===== src/rtl/button_mode_ctrl_if.sv =====
// Raw push-button inputs and conditioned mode/button outputs
// for the clock front end.
interface button_mode_ctrl_if;
    logic       btn_mode_raw;
    logic       btn1_raw;
    logic       btn2_raw;
    logic       btn3_raw;
    logic [1:0] clk_mode;
    logic       button1;
    logic       button2;
    logic       button3;
    logic       mode_chg;

    modport master (
        output btn_mode_raw,
        output btn1_raw,
        output btn2_raw,
        output btn3_raw,
        input  clk_mode,
        input  button1,
        input  button2,
        input  button3,
        input  mode_chg
    );

    modport slave (
        input  btn_mode_raw,
        input  btn1_raw,
        input  btn2_raw,
        input  btn3_raw,
        output clk_mode,
        output button1,
        output button2,
        output button3,
        output mode_chg
    );
endinterface


===== src/rtl/button_mode_ctrl.sv =====
// Button conditioning (sync, debounce, press pulse, auto-repeat)
// and the clock-mode FSM with idle timeout.
module button_mode_ctrl #(
    parameter int unsigned DB_CYCLES    = 50000,
    parameter int unsigned RPT_DELAY    = 500000,
    parameter int unsigned RPT_PERIOD   = 150000,
    parameter int unsigned IDLE_TIMEOUT = 8000000
) (
    input  logic               clk,
    input  logic               rst_n,
    button_mode_ctrl_if.slave  bus
);

    localparam int unsigned RPT_MAX =
        (RPT_DELAY > RPT_PERIOD) ? RPT_DELAY : RPT_PERIOD;
    localparam int DB_W  = $clog2(DB_CYCLES + 1);
    localparam int RPT_W = $clog2(RPT_MAX + 1);
    localparam int IDL_W = $clog2(IDLE_TIMEOUT + 1);

    localparam logic [DB_W-1:0]  DB_LAST  = DB_W'(DB_CYCLES - 1);
    localparam logic [RPT_W-1:0] RD_LAST  = RPT_W'(RPT_DELAY - 1);
    localparam logic [RPT_W-1:0] RP_LAST  = RPT_W'(RPT_PERIOD - 1);
    localparam logic [IDL_W-1:0] IDL_LAST = IDL_W'(IDLE_TIMEOUT - 1);

    typedef enum logic [1:0] {
        RUN      = 2'b00,
        SET_TIME = 2'b01,
        ALARM    = 2'b10,
        SET_DATE = 2'b11
    } mode_e;

    // bit 0 = mode button, bits 1..3 = btn1..btn3
    logic [3:0] w_raw;
    logic [3:0] w_pulse;

    assign w_raw = {bus.btn3_raw, bus.btn2_raw,
                    bus.btn1_raw, bus.btn_mode_raw};

    for (genvar gi = 0; gi < 4; gi++) begin : g_btn
        logic            r_s1;
        logic            r_s2;
        logic            r_lvl;
        logic            r_lvl_q;
        logic            r_pulse;
        logic [DB_W-1:0] r_db_cnt;
        logic            w_rise;
        logic            w_rep;

        assign w_rise = r_lvl & ~r_lvl_q;

        always_ff @(posedge clk or negedge rst_n) begin
            if (!rst_n) begin
                r_s1     <= 1'b0;
                r_s2     <= 1'b0;
                r_lvl    <= 1'b0;
                r_lvl_q  <= 1'b0;
                r_pulse  <= 1'b0;
                r_db_cnt <= '0;
            end else begin
                r_s1    <= w_raw[gi];
                r_s2    <= r_s1;
                r_lvl_q <= r_lvl;
                r_pulse <= w_rise | w_rep;
                if (r_s2 == r_lvl) begin
                    r_db_cnt <= '0;
                end else if (r_db_cnt == DB_LAST) begin
                    r_lvl    <= r_s2;
                    r_db_cnt <= '0;
                end else begin
                    r_db_cnt <= r_db_cnt + 1'b1;
                end
            end
        end

        if (gi == 1 || gi == 2) begin : g_rpt
            logic [RPT_W-1:0] r_hold_cnt;
            logic             r_first;
            logic [RPT_W-1:0] w_target;

            // first gap is the long delay, later gaps the period
            assign w_target = r_first ? RD_LAST : RP_LAST;
            assign w_rep    = r_lvl & ~w_rise &
                              (r_hold_cnt == w_target);

            always_ff @(posedge clk or negedge rst_n) begin
                if (!rst_n) begin
                    r_hold_cnt <= '0;
                    r_first    <= 1'b1;
                end else if (!r_lvl || w_rise) begin
                    r_hold_cnt <= '0;
                    r_first    <= 1'b1;
                end else if (w_rep) begin
                    r_hold_cnt <= '0;
                    r_first    <= 1'b0;
                end else if (r_hold_cnt != '1) begin
                    r_hold_cnt <= r_hold_cnt + 1'b1;
                end
            end
        end else begin : g_norpt
            assign w_rep = 1'b0;
        end

        assign w_pulse[gi] = r_pulse;
    end

    mode_e            r_mode;
    mode_e            w_mode_nxt;
    logic             r_mode_chg;
    logic             w_chg_nxt;
    logic [IDL_W-1:0] r_idle;
    logic [IDL_W-1:0] w_idle_nxt;
    logic             w_btn_en;
    logic             w_b1;
    logic             w_b2;
    logic             w_b3;
    logic             w_idle_clr;

    // a mode press in the same cycle swallows any button pulse
    assign w_btn_en = (r_mode != RUN) & ~r_mode_chg & ~w_pulse[0];
    assign w_b1     = w_pulse[1] & w_btn_en;
    assign w_b2     = w_pulse[2] & w_btn_en;
    assign w_b3     = w_pulse[3] & w_btn_en;

    assign w_idle_clr = w_pulse[0] | w_b1 | w_b2 | w_b3 | r_mode_chg;

    always_ff @(posedge clk or negedge rst_n) begin
        if (!rst_n) begin
            r_mode     <= RUN;
            r_mode_chg <= 1'b0;
            r_idle     <= '0;
        end else begin
            r_mode     <= w_mode_nxt;
            r_mode_chg <= w_chg_nxt;
            r_idle     <= w_idle_nxt;
        end
    end

    always_comb begin
        w_mode_nxt = r_mode;
        w_chg_nxt  = 1'b0;
        w_idle_nxt = r_idle;
        if (w_pulse[0]) begin
            w_chg_nxt  = 1'b1;
            w_idle_nxt = '0;
            unique case (r_mode)
                RUN:      w_mode_nxt = SET_TIME;
                SET_TIME: w_mode_nxt = ALARM;
                ALARM:    w_mode_nxt = SET_DATE;
                SET_DATE: w_mode_nxt = RUN;
            endcase
        end else if (r_mode == RUN || w_idle_clr) begin
            w_idle_nxt = '0;
        end else if (r_idle == IDL_LAST) begin
            w_mode_nxt = RUN;
            w_chg_nxt  = 1'b1;
            w_idle_nxt = '0;
        end else begin
            w_idle_nxt = r_idle + 1'b1;
        end
    end

    assign bus.clk_mode = r_mode;
    assign bus.mode_chg = r_mode_chg;
    assign bus.button1  = w_b1;
    assign bus.button2  = w_b2;
    assign bus.button3  = w_b3;

endmodule


===== src/flat_wrapper.sv =====
// flat-port wrapper written by rule: the top's interface ports become plain ports
module button_mode_ctrl_flat 
#(
    parameter int unsigned DB_CYCLES    = 50000,
    parameter int unsigned RPT_DELAY    = 500000,
    parameter int unsigned RPT_PERIOD   = 150000,
    parameter int unsigned IDLE_TIMEOUT = 8000000
)
  (clk, rst_n, bus_btn_mode_raw, bus_btn1_raw, bus_btn2_raw, bus_btn3_raw, bus_clk_mode, bus_button1, bus_button2, bus_button3, bus_mode_chg);
  button_mode_ctrl_if bus_i ();
  input  logic clk;
  input  logic rst_n;
  input wire logic [$bits(bus_i.btn_mode_raw)-1:0] bus_btn_mode_raw;
  input wire logic [$bits(bus_i.btn1_raw)-1:0] bus_btn1_raw;
  input wire logic [$bits(bus_i.btn2_raw)-1:0] bus_btn2_raw;
  input wire logic [$bits(bus_i.btn3_raw)-1:0] bus_btn3_raw;
  output wire logic [$bits(bus_i.clk_mode)-1:0] bus_clk_mode;
  output wire logic [$bits(bus_i.button1)-1:0] bus_button1;
  output wire logic [$bits(bus_i.button2)-1:0] bus_button2;
  output wire logic [$bits(bus_i.button3)-1:0] bus_button3;
  output wire logic [$bits(bus_i.mode_chg)-1:0] bus_mode_chg;
  assign bus_i.btn_mode_raw = bus_btn_mode_raw;
  assign bus_i.btn1_raw = bus_btn1_raw;
  assign bus_i.btn2_raw = bus_btn2_raw;
  assign bus_i.btn3_raw = bus_btn3_raw;
  assign bus_clk_mode = bus_i.clk_mode;
  assign bus_button1 = bus_i.button1;
  assign bus_button2 = bus_i.button2;
  assign bus_button3 = bus_i.button3;
  assign bus_mode_chg = bus_i.mode_chg;
  button_mode_ctrl #(.DB_CYCLES(DB_CYCLES), .RPT_DELAY(RPT_DELAY), .RPT_PERIOD(RPT_PERIOD), .IDLE_TIMEOUT(IDLE_TIMEOUT)) u_core (.clk(clk), .rst_n(rst_n), .bus(bus_i));
endmodule

===== config.mk =====
export PLATFORM = sky130hd
export DESIGN_NAME = button_mode_ctrl_flat
export DESIGN_NICKNAME = d
export VERILOG_FILES = /design/src/rtl/button_mode_ctrl_if.sv /design/src/rtl/button_mode_ctrl.sv /design/src/flat_wrapper.sv
export SDC_FILE = /design/constraint.sdc
export NUM_CORES = 1
export LEC_CHECK = 0
export CAP_MARGIN = 5
export CORE_MARGIN = 4
export CORE_UTILIZATION = 45
export DETAILED_ROUTE_END_ITERATION = 10
export RECOVER_POWER = 25
export SETUP_SLACK_MARGIN = 0.05
export SLEW_MARGIN = 10
export SYNTH_ARGS = -nofsm -noshare
export SYNTH_HDL_FRONTEND = slang
export SYNTH_SLANG_ARGS = --single-unit

===== constraint.sdc =====
create_clock -name clk -period 2.48 [get_ports clk]
set_input_delay 0.496 -clock clk [delete_from_list [all_inputs] [get_ports clk]]
set_output_delay 0.496 -clock clk [all_outputs]
set_load 0.02 [all_outputs]

==> results by group, run 1 <==
GRT
  • Vias in the first global route: 5200
  • Initial antenna violation count: 0
  • Largest net degree at the start of global routing: 56
  • Gr usage total: 16.2%
  • Overflow after GRT: 0
  • Global-route wire length before repair: 24.0 mm

Logic synthesis
  • Count leader, synth: dfrtp_1
  • Largest cells by area after synthesis: dfrtp_1 52%, xnor2_1 8.3%, nor2_1 5.8%
  • Mapped Nets: 747
  • Sequential area share after synthesis: 52.3%
  • Mapped Avg Cell Area: 9.81 sq um
  • Yosys top cell by area: dfrtp_1
  • Post-synth EDFFs: 0
  • Synth top area share: 51.6%
  • Mapped Area: 7180 sq um
  • Warnings, synthesis: 0
  • Async S/R FF share, synth: 100%
  • Mapped Cells: 732
  • Dominant synthesized flop cell: dfrtp_1
  • Yosys cell types: 48
  • Synth cell count leaders: 148 x dfrtp_1, 110 x nor2_1, 68 x xnor2_1
  • Synth Register Bits: 150

Finish
  • Inserted Diodes: 0
  • Layout cell share with drive strength beyond 1: 8.27%
  • Nets@finish: 776
  • Area delta synth->final: 13.7%
  • Fillers: ~1400
  • Post-Layout Inst Area: 8160 sq um

Pwr
  • Leak: 3.27 nW
  • Total power per unit cell area: 635 nW/um^2
  • Peak VDD IR: 433 uV

Clocking
  • CTS tree: done
  • Post-CTS setup buffers: 0
  • Clock Tree Buf Depth: 2
  • Root Driver: clkbuf_16
  • H-tree Lvls: 4
  • Gates resized, CTS repair: 3
  • CTS sink cnt: 150
  • Worst-path clk slew: 60 ps
  • Later-pin clock latency in the skew report: ~420 ps
  • CTS Hold Buffers Added: 0
  • Cts bufs inserted: 17

Outcome
  • Run status: finished clean

Placed design
  • RePlAce Congestion: 0.859
  • Port buffer count: 11
  • DP Worst Slack: 223 ps
  • Post-DP HPWL: between 8 and 9 mm
  • Placed cell area: 7600 sq um

Detailed routing
  • Final ANT Viol Nets: 0
  • Initial DRT Pass Iterations: 4
  • Vias per Instance: 5.23
  • WL/cell: about 14 microns
  • Drt total wl: 13.3 mm
  • Routed vias: between 5000 and 6000
  • Initial drt markers: 379
  • Post-route DRC violation count: 0

STA
  • Clock Skews: 9.44 ps
  • Rel. slew slack: 8.31%
  • Final hold viol count: 0
  • Final period util: 91.6%
  • Crit path time final: around 2300 ps
  • Unrepaired setup endpoints after global routing: false
  • Max Slew Vio Count: 0
  • Hold WS: 352 ps
  • Final setup viols: 0
  • Setup_tns: 0 ps
  • Worst-margin pin slew: roughly 1400 ps
  • Post-route setup slack: 207 ps
  • Fmax: about 0.44 GHz

Min path
  • Hold Crit Class: flop to flop

Critical path
  • CP startpoint kind: flop
  • Critical path capture point type: output pin
  • Worst endpoint required time: 1980 ps
  • Critical Path Fanout Max: 5
  • Critical path arrival: 1780 ps
  • Worst Path Class, Setup: flop to output pin

Floorplanning
  • I/O pins: 12
  • Die Wd: 134 microns
  • # rows: between 40 and 50
  • Starting density of the core: 46.5%
  • Die Y-Extent: 134 microns
  • Die footprint: around 18000 sq um
  • Core area: 15400 sq um

Run
  • # Max-Cap Violations: 0
==> power by group <==
part            total, W  internal [W]  switching [W]
Clock            0.00260       0.00161       0.000991
Combinational  0.0000960     0.0000228      0.0000732
Sequential       0.00249       0.00247      0.0000161
==> state kept, by name, summed over array words and instances (netlist names) <==
register / flops
u_core.g_btn.r_db_cnt: 64
u_core.r_idle: 23
u_core.g_btn.g_rpt.r_first: 2
u_core.bus.mode_chg: 1
u_core.bus.clk_mode: 2
u_core.g_btn.r_lvl: 4
u_core.g_btn.r_s1: 4
u_core.g_btn.g_rpt.r_hold_cnt: 38
u_core.g_btn.r_lvl_q: 4
u_core.g_btn.r_pulse: 4
u_core.g_btn.r_s2: 4
==> worst paths after layout <==
| path | from | end | slack (ps) | depth (start not counted) |
|---|---|---|---|---|
| min in group asynchronous | rst_n | u_core.r_idle[13] | 380 | 1 |
| max | u_core.bus.clk_mode[1] | bus_button2 | 210 | 6 |
| min reg2reg | u_core.g_btn[0].r_s1 | u_core.g_btn[0].r_s2 | 350 | 0 |
| min | u_core.g_btn[0].r_s1 | u_core.g_btn[0].r_s2 | 350 | 0 |
| max in group asynchronous | rst_n | u_core.g_btn[0].r_db_cnt[7] | 650 | 2 |
| max reg2reg | u_core.g_btn[2].g_rpt.r_hold_cnt[7] | u_core.g_btn[2].g_rpt.r_hold_cnt[0] | 350 | 5 |
==> layer usage <==
layer  global-route usage (%)  up-vias  part of all wire [%]
met5                        0        -                     0
met4                     5.49        0                   1.3
met3                     4.43       14                   3.2
met2                     25.9       56                    47
met1                     21.5     2509                    48
li1                         -     2572                     -
==> cell usage in the layout, fill, tap and decap left out, types with 4 or more instances in the layout <==
cell,count
dfrtp_1,148
nor3_1,40
nand4_1,23
mux2_2,4
and3_1,18
buf_4,11
o22ai_1,5
xor2_1,39
xnor2_1,68
clkinvlp_4,4
dlygate4sd3_1,4
o21ai_0,23
ha_1,9
nand2b_1,5
clkbuf_16,17
inv_1,26
or3_1,4
nor4_1,16
nand2_1,65
nor4b_1,7
nand3_1,42
and2_1,5
a21oi_1,15
nor2b_1,5
nor2_1,110
==> cells by family after synthesis <==
logic type,share of synthesized area [%]
flops,52.3
xor+xnor,13.1
mux,0.627
buf+inv,2.46
simple gates,24.3
compound gates,5.68
fa+ha+maj,1.57
==> worst max-delay path, stage by stage, from the launching register on <==
cell,delay (ps)
dfrtp_1,370
inv_1,70
ha_1,190
nor3_1,170
buf_4,150
and2_1,120
clkdlybuf4s15_1,300
==> layout make-up <==
type,instances,area (sq um),share of cell area (%)
Clock buffer,20,447,5.47
Sequential cell,150,3760,46.0
Clock inverter,12,153,1.87
Inverter,26,97.6,1.20
Multi-Input combinational cell,542,3250,39.8
Timing Repair Buffer,24,198,2.42
Tap cell,211,264,3.23
==> stage by stage <==
stage | power (W) | util (%) | cells
5_1_grt | 0.00539 | 52.9 | 985
4_1_cts | 0.00529 | 53.1 | 985
3_3_place_gp | 0.00264 | 49.3 | 953
6_report | 0.00518 | 52.9 | 985
3_5_place_dp | 0.00264 | 49.3 | 953
2_1_floorplan | 0.00256 | - | 732
No activity file was read; power rests on OpenSTA's default activity.
==> run 2, diff against run 1 <==
--- a/config.mk
+++ b/config.mk
@@ -5,7 +5,7 @@
 export SDC_FILE = /design/constraint.sdc
 export NUM_CORES = 1
 export LEC_CHECK = 0
-export CAP_MARGIN = 5
+export CAP_MARGIN = 20
 export CORE_MARGIN = 4
 export CORE_UTILIZATION = 45
 export DETAILED_ROUTE_END_ITERATION = 10
==> constraint.sdc (replaced) <==
create_clock -name clk -period 2.48 [get_ports clk]
set_input_delay 0.496 -clock clk [delete_from_list [all_inputs] [get_ports clk]]
set_output_delay 0.496 -clock clk [all_outputs]
set_load 0.05 [all_outputs]
==> results by group, run 2 (same netlist as run 1, synthesis figures left out) <==
Critical path
  • Cell Chain, Critical Path: or4b_2 -> nor3_1 -> o221ai_1 -> buf_4 -> nand2_1 -> a21oi_1 (was inv_1 -> ha_1 -> nor3_1 -> buf_4 -> and2_1 -> clkdlybuf4s15_1)
  • Worst Path Class, Setup: flop to flop (was flop to output pin)
  • CP startpoint kind: flop (unchanged)
  • Critical path arrival: 2560 ps (was 1780 ps)
  • Worst r2r src: u_core.g_btn[2].g_rpt.r_hold_cnt[12] (was u_core.g_btn[2].g_rpt.r_hold_cnt[7])
  • Critical Path Fanout Max: 8 (was 5)
  • Worst setup path startpoint: u_core.g_btn[2].g_rpt.r_hold_cnt[12] (was u_core.bus.clk_mode[1])
  • Worst endpoint required time: 2750 ps (was 1980 ps)
  • Slowest-stage cell, CP: or4b_2 (was dfrtp_1)
  • Max incr delay on CP: 670 ps (was 370 ps)
  • Critical path capture point type: flop (was output pin)

Placed design
  • Port buffer count: 11 (unchanged)
  • Placed cell area: 7610 sq um (was 7600 sq um)
  • Post-DP HPWL: 9.17 mm (was 8.97 mm)
  • RePlAce Congestion: 0.896 (was 0.859)

Outcome
  • Run status: finished, violations left (was finished clean)
  • Failing checks: max-capacitance violations, max-slew violations

Finish
  • Layout cell share with drive strength beyond 1: 8.56% (was 8.27%)
  • Flip-flop count of the largest register after layout: 64 (unchanged)
  • Post-Layout Inst Area: 8190 sq um (was 8160 sq um)
  • Register area: 3760 sq um (unchanged)
  • Biggest regs: u_core.g_btn.r_db_cnt x64, u_core.g_btn.g_rpt.r_hold_cnt x38, u_core.r_idle x23 (unchanged)
  • Largest reg by FF count: u_core.g_btn.r_db_cnt (unchanged)
  • Area delta synth->final: 14.1% (was 13.7%)
  • Nets@finish: 773 (was 776)
  • Fillers: 1405 (was 1402)
  • Commonest non-fill, non-tap cell in the layout: dfrtp_1 (unchanged)
  • Most frequent cells in the layout: 148 x dfrtp_1, 110 x nor2_1, 68 x xnor2_1 (unchanged)
  • Area of the multi-input gates: 3250 sq um (about the same)
  • Inserted Diodes: 0 (unchanged)

STA
  • Unrepaired setup endpoints after global routing: false (unchanged)
  • Clock Skews: 10.1 ps (was 9.44 ps)
  • Setup_tns: 0 ps (unchanged)
  • Rel. slew slack: -5.79% (was 8.31%)
  • Final hold viol count: 0 (unchanged)
  • Crit path time final: 2290 ps (was 2270 ps)
  • Worst-margin pin slew: 1590 ps (was 1380 ps)
  • Max Slew Vio Count: 60 (was 0)
  • Final period util: 92.2% (was 91.6%)
  • Fmax: 0.437 GHz (was 0.440 GHz)
  • Final setup viols: 0 (unchanged)

Floorplanning
  • Die Wd: 134 microns (unchanged)
  • Core area: 15400 sq um (unchanged)
  • Starting density of the core: 46.5% (unchanged)
  • # rows: 45 (unchanged)
  • Die Y-Extent: 134 microns (unchanged)
  • Die footprint: 18000 sq um (unchanged)
  • I/O pins: 12 (unchanged)

Min path
  • Hold Crit Class: flop to flop (unchanged)
  • Worst min-delay path startpoint: u_core.g_btn[3].r_s1 (was u_core.g_btn[0].r_s1)

Clocking
  • CTS tree: done (unchanged)
  • Later-pin clock latency in the skew report: 420 ps (about the same)
  • CTS sink cnt: 150 (unchanged)
  • H-tree Lvls: 4 (unchanged)
  • Cts bufs inserted: 17 (unchanged)
  • Worst-path clk slew: 60 ps (about the same)
  • Root Driver: clkbuf_16 (unchanged)
  • Post-CTS setup buffers: 0 (unchanged)
  • Clock Tree Buf Depth: 2 (unchanged)

Detailed routing
  • Routed vias: 5161 (was 5151)
  • WL/cell: 13.7 microns (was 13.5 microns)
  • Initial DRT Pass Iterations: 5 (was 4)
  • Drt total wl: 13.4 mm (was 13.3 mm)
  • Initial drt markers: 317 (was 379)
  • Final ANT Viol Nets: 0 (unchanged)
  • Post-route DRC violation count: 0 (unchanged)
  • Vias per Instance: 5.26 (was 5.23)

Pwr
  • Total power per unit cell area: 628 nW/um^2 (was 635 nW/um^2)
  • Peak VDD IR: 415 uV (was 433 uV)
  • Leak: 3.28 nW (was 3.27 nW)

GRT
  • Gr usage total: 16.2% (about the same)
  • Global-route wire length before repair: 23.9 mm (was 24.0 mm)
  • Vias in the first global route: 5211 (was 5200)
  • Initial antenna violation count: 0 (unchanged)
  • Largest net degree at the start of global routing: 62 (was 56)
  • Overflow after GRT: 0 (unchanged)

Run
  • # Max-Cap Violations: 1 (was 0)
## run 2: final timing paths
path,end,slack [ps],cells after the start
hold / removal,u_core.g_btn[3].r_s2,350,0
min in group asynchronous,u_core.r_idle[9],480,1
max in group asynchronous,u_core.g_btn[1].r_db_cnt[14],1020,2
hold reg to reg,u_core.g_btn[3].r_s2,350,0
setup / recovery,u_core.g_btn[2].g_rpt.r_hold_cnt[6],190,6
setup reg to reg,u_core.g_btn[2].g_rpt.r_hold_cnt[6],190,6
## run 2: per-layer routing
| metal | wire length [microns] | track usage [%] | vias to the layer above |
|---|---|---|---|
| li1 | - | - | 2566 |
| met1 | 6610 | 21.3 | 2532 |
| met2 | 6370 | 25.6 | 55 |
| met3 | 364 | 4.54 | 8 |
| met4 | 93 | 6.00 | 0 |
| met5 | 0 | 0 | - |
## run 2: timing repair
action / CTS / global route
resized for setup: 1 / 0
endpoints found under the setup margin: 1 / 0
hold buffers: 0 / 0
## run 2: layout make-up
cell class | count | area share, %
clock buffers | 18 | 5.36
clock inverters | 14 | 1.83
inverters | 26 | 1.19
multi-input cells | 542 | 39.7
flip-flops and latches | 150 | 45.8
well taps | 211 | 3.22
repair buffers | 21 | 2.87
## run 2: power breakdown
part	internal (W)	total, W	switching, W
registers	0.00247	0.00249	0.0000159
clock network	0.00151	0.00256	0.00104
logic	0.0000278	0.000102	0.0000743
total	0.00401	0.00515	0.00113
## run 2: worst max-delay path: cells and delay by family, from the launching register on
kind / cells / cell delay (ps)
AOI/OAI and AO/OA: 2 / 450
and+or+nand+nor: 3 / 960
DFF: 1 / 420
buffers and inverters: 1 / 290
## run 2: stage by stage
stage	hold WS [ps]	setup WS (ps)	utilization (%)	total power, W	instances
floorplan	200	237	-	0.00256	732
global placement	334	296	49.3	0.00264	950
detailed placement	335	243	49.3	0.00264	950
CTS	75.0	121	53.2	0.00522	982
global route	367	54.0	53.1	0.00535	982
finish	348	193	53.1	0.00515	982
